<file path="src/rtl/bram_instruction_fetcher.sv">
// Streams a contiguous (optionally wrapping) BRAM word range into a small ready/valid output FIFO.
// Optional macro FETCH_LOOP_EN: restart at start_addr after end_addr until stop or reset.
module bram_instruction_fetcher #(
  parameter int unsigned BRAM_WIDTH = 32,
  parameter int unsigned BRAM_DEPTH = 65536,
  parameter int unsigned FIFO_DEPTH = 4,
  localparam int unsigned AW = $clog2(BRAM_DEPTH)
) (
  input  logic                  in_clk,
  input  logic                  in_rst,
  input  logic                  start,
  input  logic                  stop,
  input  logic [AW-1:0]         start_addr,
  input  logic [AW-1:0]         end_addr,
  output logic                  busy,
  output logic                  done,
  output logic                  bram_en,
  output logic [AW-1:0]         bram_addr,
  input  logic [BRAM_WIDTH-1:0] bram_dout,
  output logic [BRAM_WIDTH-1:0] m_data,
  output logic                  m_valid,
  input  logic                  m_ready
);

  localparam int unsigned PW   = (FIFO_DEPTH > 1) ? $clog2(FIFO_DEPTH) : 1;
  localparam int unsigned CNTW = PW + 1;
  localparam int unsigned CW   = PW + 2;

  localparam logic [1:0] S_IDLE  = 2'd0;
  localparam logic [1:0] S_FETCH = 2'd1;
  localparam logic [1:0] S_DRAIN = 2'd2;

  logic [1:0]            r_state;
  logic [1:0]            w_state_nxt;
  logic                  r_bram_en;
  logic                  w_bram_en_nxt;
  logic [AW-1:0]         r_bram_addr;
  logic [AW-1:0]         w_bram_addr_nxt;
  logic                  r_done;
  logic                  w_done_nxt;
  logic [AW-1:0]         r_end_addr;
`ifdef FETCH_LOOP_EN
  logic [AW-1:0]         r_start_addr;
`endif

  logic                  r_rd_vld;
  logic [BRAM_WIDTH-1:0] r_mem [FIFO_DEPTH];
  logic [PW-1:0]         r_wr_ptr;
  logic [PW-1:0]         r_rd_ptr;
  logic [CNTW-1:0]       r_count;

  logic                  w_flush;
  logic                  w_accept;
  logic                  w_push;
  logic                  w_pop;
  logic                  w_room;
  logic                  w_last_is_end;
  logic [CW-1:0]         w_pending;
  logic [AW-1:0]         w_addr_inc;
  logic [AW-1:0]         w_addr_next;

  assign w_flush  = stop && (r_state != S_IDLE);
  assign w_accept = start && !stop && (r_state == S_IDLE);
  assign w_push   = r_rd_vld;
  assign w_pop    = (r_count != '0) && m_ready;

  // Words already buffered plus reads still landing; a pop this cycle frees a slot.
  assign w_pending = CW'(r_count) + CW'(r_rd_vld) + CW'(r_bram_en) - CW'(w_pop);
  assign w_room    = w_pending < CW'(FIFO_DEPTH);

  assign w_addr_inc    = (r_bram_addr == AW'(BRAM_DEPTH - 1)) ? '0 : r_bram_addr + AW'(1);
  assign w_last_is_end = (r_bram_addr == r_end_addr);
`ifdef FETCH_LOOP_EN
  assign w_addr_next = w_last_is_end ? r_start_addr : w_addr_inc;
`else
  assign w_addr_next = w_addr_inc;
`endif

  // Next-state and registered-output decode; r_bram_addr is always the last issued address.
  always_comb begin
    w_state_nxt     = r_state;
    w_bram_en_nxt   = 1'b0;
    w_bram_addr_nxt = r_bram_addr;
    w_done_nxt      = 1'b0;
    case (r_state)
      S_IDLE: begin
        if (w_accept) begin
          w_state_nxt     = S_FETCH;
          w_bram_en_nxt   = 1'b1;
          w_bram_addr_nxt = start_addr;
        end
      end
      S_FETCH: begin
`ifdef FETCH_LOOP_EN
        if (w_room) begin
          w_bram_en_nxt   = 1'b1;
          w_bram_addr_nxt = w_addr_next;
        end
`else
        if (r_bram_en && w_last_is_end) begin
          w_state_nxt = S_DRAIN;
        end else if (w_room) begin
          w_bram_en_nxt   = 1'b1;
          w_bram_addr_nxt = w_addr_next;
        end
`endif
      end
      S_DRAIN: begin
        if (!r_bram_en && !r_rd_vld && (r_count == '0)) begin
          w_state_nxt = S_IDLE;
          w_done_nxt  = 1'b1;
        end
      end
      default: w_state_nxt = S_IDLE;
    endcase
    if (w_flush) begin
      w_state_nxt   = S_IDLE;
      w_bram_en_nxt = 1'b0;
      w_done_nxt    = 1'b0;
    end
  end

  always_ff @(posedge in_clk) begin
    if (in_rst) begin
      r_state     <= S_IDLE;
      r_bram_en   <= 1'b0;
      r_bram_addr <= '0;
      r_done      <= 1'b0;
      r_end_addr  <= '0;
    end else begin
      r_state     <= w_state_nxt;
      r_bram_en   <= w_bram_en_nxt;
      r_bram_addr <= w_bram_addr_nxt;
      r_done      <= w_done_nxt;
      if (w_accept) r_end_addr <= end_addr;
    end
  end

`ifdef FETCH_LOOP_EN
  always_ff @(posedge in_clk) begin
    if (in_rst) r_start_addr <= '0;
    else if (w_accept) r_start_addr <= start_addr;
  end
`endif

  // Read-data capture and FIFO bookkeeping; stop or reset drops everything in flight.
  always_ff @(posedge in_clk) begin
    if (in_rst || w_flush) begin
      r_rd_vld <= 1'b0;
      r_wr_ptr <= '0;
      r_rd_ptr <= '0;
      r_count  <= '0;
    end else begin
      r_rd_vld <= r_bram_en;
      if (w_push) r_wr_ptr <= r_wr_ptr + PW'(1);
      if (w_pop)  r_rd_ptr <= r_rd_ptr + PW'(1);
      r_count <= r_count + CNTW'(w_push) - CNTW'(w_pop);
    end
  end

  always_ff @(posedge in_clk) begin
    if (w_push) r_mem[r_wr_ptr] <= bram_dout;
  end

  assign busy      = (r_state != S_IDLE);
  assign done      = r_done;
  assign bram_en   = r_bram_en;
  assign bram_addr = r_bram_addr;
  assign m_valid   = (r_count != '0);
  assign m_data    = m_valid ? r_mem[r_rd_ptr] : '0;

endmodule

</file>
<file path="config.mk">
export PLATFORM = sky130hd
export DESIGN_NAME = bram_instruction_fetcher
export DESIGN_NICKNAME = d
export VERILOG_FILES = /design/src/rtl/bram_instruction_fetcher.sv
export SDC_FILE = /design/constraint.sdc
export NUM_CORES = 1
export LEC_CHECK = 0
export ABC_AREA = 1
export CAP_MARGIN = 5
export CORE_ASPECT_RATIO = 0.6
export CORE_MARGIN = 3
export CORE_UTILIZATION = 25
export CTS_CLUSTER_DIAMETER = 50
export DETAILED_ROUTE_END_ITERATION = 8
export PLACE_DENSITY = 0.54
export SETUP_SLACK_MARGIN = 0.02
export SLEW_MARGIN = 20
export SYNTH_ARGS = -nofsm -noshare
export SYNTH_HDL_FRONTEND = slang
export SYNTH_SLANG_ARGS = --single-unit
</file>
<file path="constraint.sdc">
create_clock -name in_clk -period 2.8 [get_ports in_clk]
set_clock_uncertainty 0.15 [all_clocks]
set_input_delay 0.28 -clock in_clk [delete_from_list [all_inputs] [get_ports in_clk]]
set_output_delay 0.28 -clock in_clk [all_outputs]
set_load 0.1 [all_outputs]
</file>
==> qor.csv <==
metric;value;unit
vias in the first global route;5599;
Combinational Power Share;0.531;
Synth area leader;edfxtp_1;
Psw;0.005654;W
Final setup viols;0;
first-pass GRT wire length;32380;um
Int Pwr;0.006320;W
post-synth top area share;0.4998;
cell depth of the worst min-delay path;2;
Slew Viols, Final;0;
DIE AREA;32980;um2
Reg power frac;0.258;
GRT overflow;0;
GRT Total Usage;0.1288;
router iterations before antenna repair;5;
delay-heaviest family, CP;simple AND/OR/NAND/NOR gates;
Worst R2R Start;r_count[2]$_SDFF_PP0_;
most used cell, CP;nand2_1;
Worst setup SP type;register;
post-synthesis cell type count;33;
Relative slew margins;0.4997;
Core Rows;49;
Synth area leaders;edfxtp_1 (50%), dfxtp_1 (12%), nor2_1 (9.1%), nand2_1 (5.8%), o21ai_0 (5.3%);
Sw Ratio;0.4722;
Port Buffers;120;
Cells after Synth;817;
Synth Register Bits;174;
Fin. Hold Viols;0;
nets@finish;1017;
Fin Setup TNS;0;ns
DRC viols;0;
WP data required;3.01;ns
final core utilization;0.3507;
routed len/inst;15.81;um
Peak VDD IR;0.5372;mV
fin crit share;0.9461;
vias per cell;4.445;
TritonCTS clock tree;yes;
Setup WS pre-CTS;0.03865;ns
Slew @ Worst Pin;0.7497;ns
most common cell after layout, fill and taps aside;nor2_1;
Post-Syn Nets;896;
final antenna-violating net count;0;
Avg Inst Size Synth;9.414;um2
CP Data Arrival Time;2.86;ns
endpoint class of the critical path;register;
Worst-Skew Late Latency;0.43;ns
hpwl dp;13460;um
Reg-to-Reg End;bram_addr[4]$_SDFFE_PP0P_;
WP buf/inv;4;
status;finished clean;
clock buffer count from CTS;17;
Leakage;3.907;nW
depth of the CTS H-tree;4;
clk sink count;174;
core box area;30100;um2
pin count of the biggest net entering global routing;57;
FMAX;0.3775;GHz
initial antenna violation count;0;
io pins;121;
R2R Setup Slk;0.15;ns
post-route minimum period;2.649;ns
total of max-cap violations;0;
fin worst setup slack;0.1509;ns
HP Class;register to register;
1st-iter DRT viols;489;
critical path type;register to register;
register area share after synthesis;0.6195;
Hold Buf Count CTS;0;
CTS max path bufs;2;
Routed WL;21490;um
area grow syn2layout;37.27;%
Hold Startpoint;r_end_addr[4]$_SDFFE_PP0P_;
Starting Density;0.2555;
Power Total;0.01197;W
commonest non-fill, non-tap cells in the layout;nor2_1 (187), edfxtp_1 (128), nand2_1 (112);
Root Buffer;clkbuf_16;
clock share of power;0.211;
cells along the critical path;nor3_4 > clkinvlp_4 > nand2_4 > inv_2 > nand2_2 > nand2_2 > ha_4 > nand2_1 > nand2_2 > nand2_2 > nand2_1 > nand2_1 > nand2_1 > inv_1 > nor2_4 > buf_6 > nand3_4 > nand3_2 > nand2_1 > nor2_1;
Die Wd;232.4;um
crit path max fanout;8;
Synth Warn #;0;
slowest stage cell on the critical path;dfxtp_4;
proportion of layout cells with a drive suffix above 1;0.1809;
max incr delay on CP;0.36;ns
via count;6041;
Reg clk slew, reported paths;0.07;ns
R2R depth;20;
Post-Syn Area;7691;um2
DIE HEIGHT;141.9;um
WHS Endpoint;r_end_addr[4]$_SDFFE_PP0P_;
GPL Wtd Cong;0.8114;
PD cells;1134;nW/um2
n_diodes;0;
-- power by group through the flow --
stage               combinational [W]  clock (W)  sequential (W)
floorplan                     0.00373          0         0.00346
global placement              0.00611          0         0.00314
detailed placement            0.00614          0         0.00314
CTS                           0.00615    0.00261         0.00308
global route                  0.00671    0.00272         0.00311
finish                        0.00636    0.00253         0.00309
-- what timing repair did --
action | in CTS | in global routing
setup endpoints to repair | 0 | 17
resized for setup | 0 | 22
buffers inserted | 0 | 4
-- Yosys cell counts --
master and number:
a211oi_1 1, a21oi_1 63, and2_1 1, buf_1 4
buf_2 5, buf_6 3, clkbuf_1 28, clkinv_1 1
dfxtp_1 46, edfxtp_1 128, fa_1 1, ha_1 9
inv_1 51, inv_2 3, nand2_1 119, nand2_2 1
nand3_1 38, nand3_2 1, nand3_4 1, nand3b_1 3
nand4_1 5, nor2_1 187, nor2_2 3, nor2_4 1
nor3_1 5, nor3_2 3, nor3b_1 3, o21ai_0 82
o21ai_1 12, o31ai_1 1, or2_2 1, xnor2_1 2
xor2_1 5
-- layout make-up --
cell class	instances	area, um2
clock buffer	17	425.4
fill	3045	19550
timing repair buffer	139	1643
clock inverter	15	207.7
sequential	174	4772
tap	408	510.5
inverter	55	210.2
multi-input combinational	551	2789
-- worst min-delay path: stages (launching register included) --
cell     delay (ns)
dfxtp_1        0.31
inv_1          0.07
a21oi_1        0.05
-- metrics by stage --
| step | hold slack, ns | area, um2 | cells |
|---|---|---|---|
| finish | 0.3270 | 10560 | 1359 |
| global route | 0.3162 | 10560 | 1359 |
| CTS | 0.3060 | 10400 | 1352 |
| detailed placement | 0.3165 | 9767 | 1320 |
| global placement | 0.3054 | 9767 | 1320 |
| floorplan | 0.2289 | 7820 | 817 |
-- state kept, by name (all words and copies together), names as in the netlist, named ones only --
name        flops
r_mem         128
r_state         2
r_count         3
r_end_addr     16
r_rd_ptr        2
r_rd_vld        1
done            1
r_wr_ptr        2
bram_en         1
bram_addr      16
-- worst max-delay path by stage --
stage / from / to / depth (start not counted)
after floorplan: r_count[0]$_SDFF_PP0_ / bram_addr[0]$_SDFFE_PP0P_ / 19
after global routing: r_count[2]$_SDFF_PP0_ / bram_addr[7]$_SDFFE_PP0P_ / 20
final: r_count[2]$_SDFF_PP0_ / bram_addr[4]$_SDFFE_PP0P_ / 20
after global placement: m_ready / bram_addr[2]$_SDFFE_PP0P_ / 16
after detailed placement: m_ready / bram_addr[3]$_SDFFE_PP0P_ / 16
after CTS: r_count[0]$_SDFF_PP0_ / bram_addr[3]$_SDFFE_PP0P_ / 17
-- cells by family after synthesis --
logic type                 Yosys count  share of synthesized area
and+or+nand+nor                    372                     0.2011
AOI/OAI and AO/OA                  159                     0.1041
DFF                                174                     0.6195
buffers and inverters               95                    0.05010
adders and majority gates           10                    0.01724
xor gates and xnor gates             7                   0.007972
-- per-layer routing --
layer | wire (um) | GRT usage
met5 | 0 | 0
met4 | 133 | 0.03354
met3 | 1231 | 0.02669
met2 | 9017 | 0.1832
met1 | 11100 | 0.1964
No activity file was read; power rests on OpenSTA's default activity.
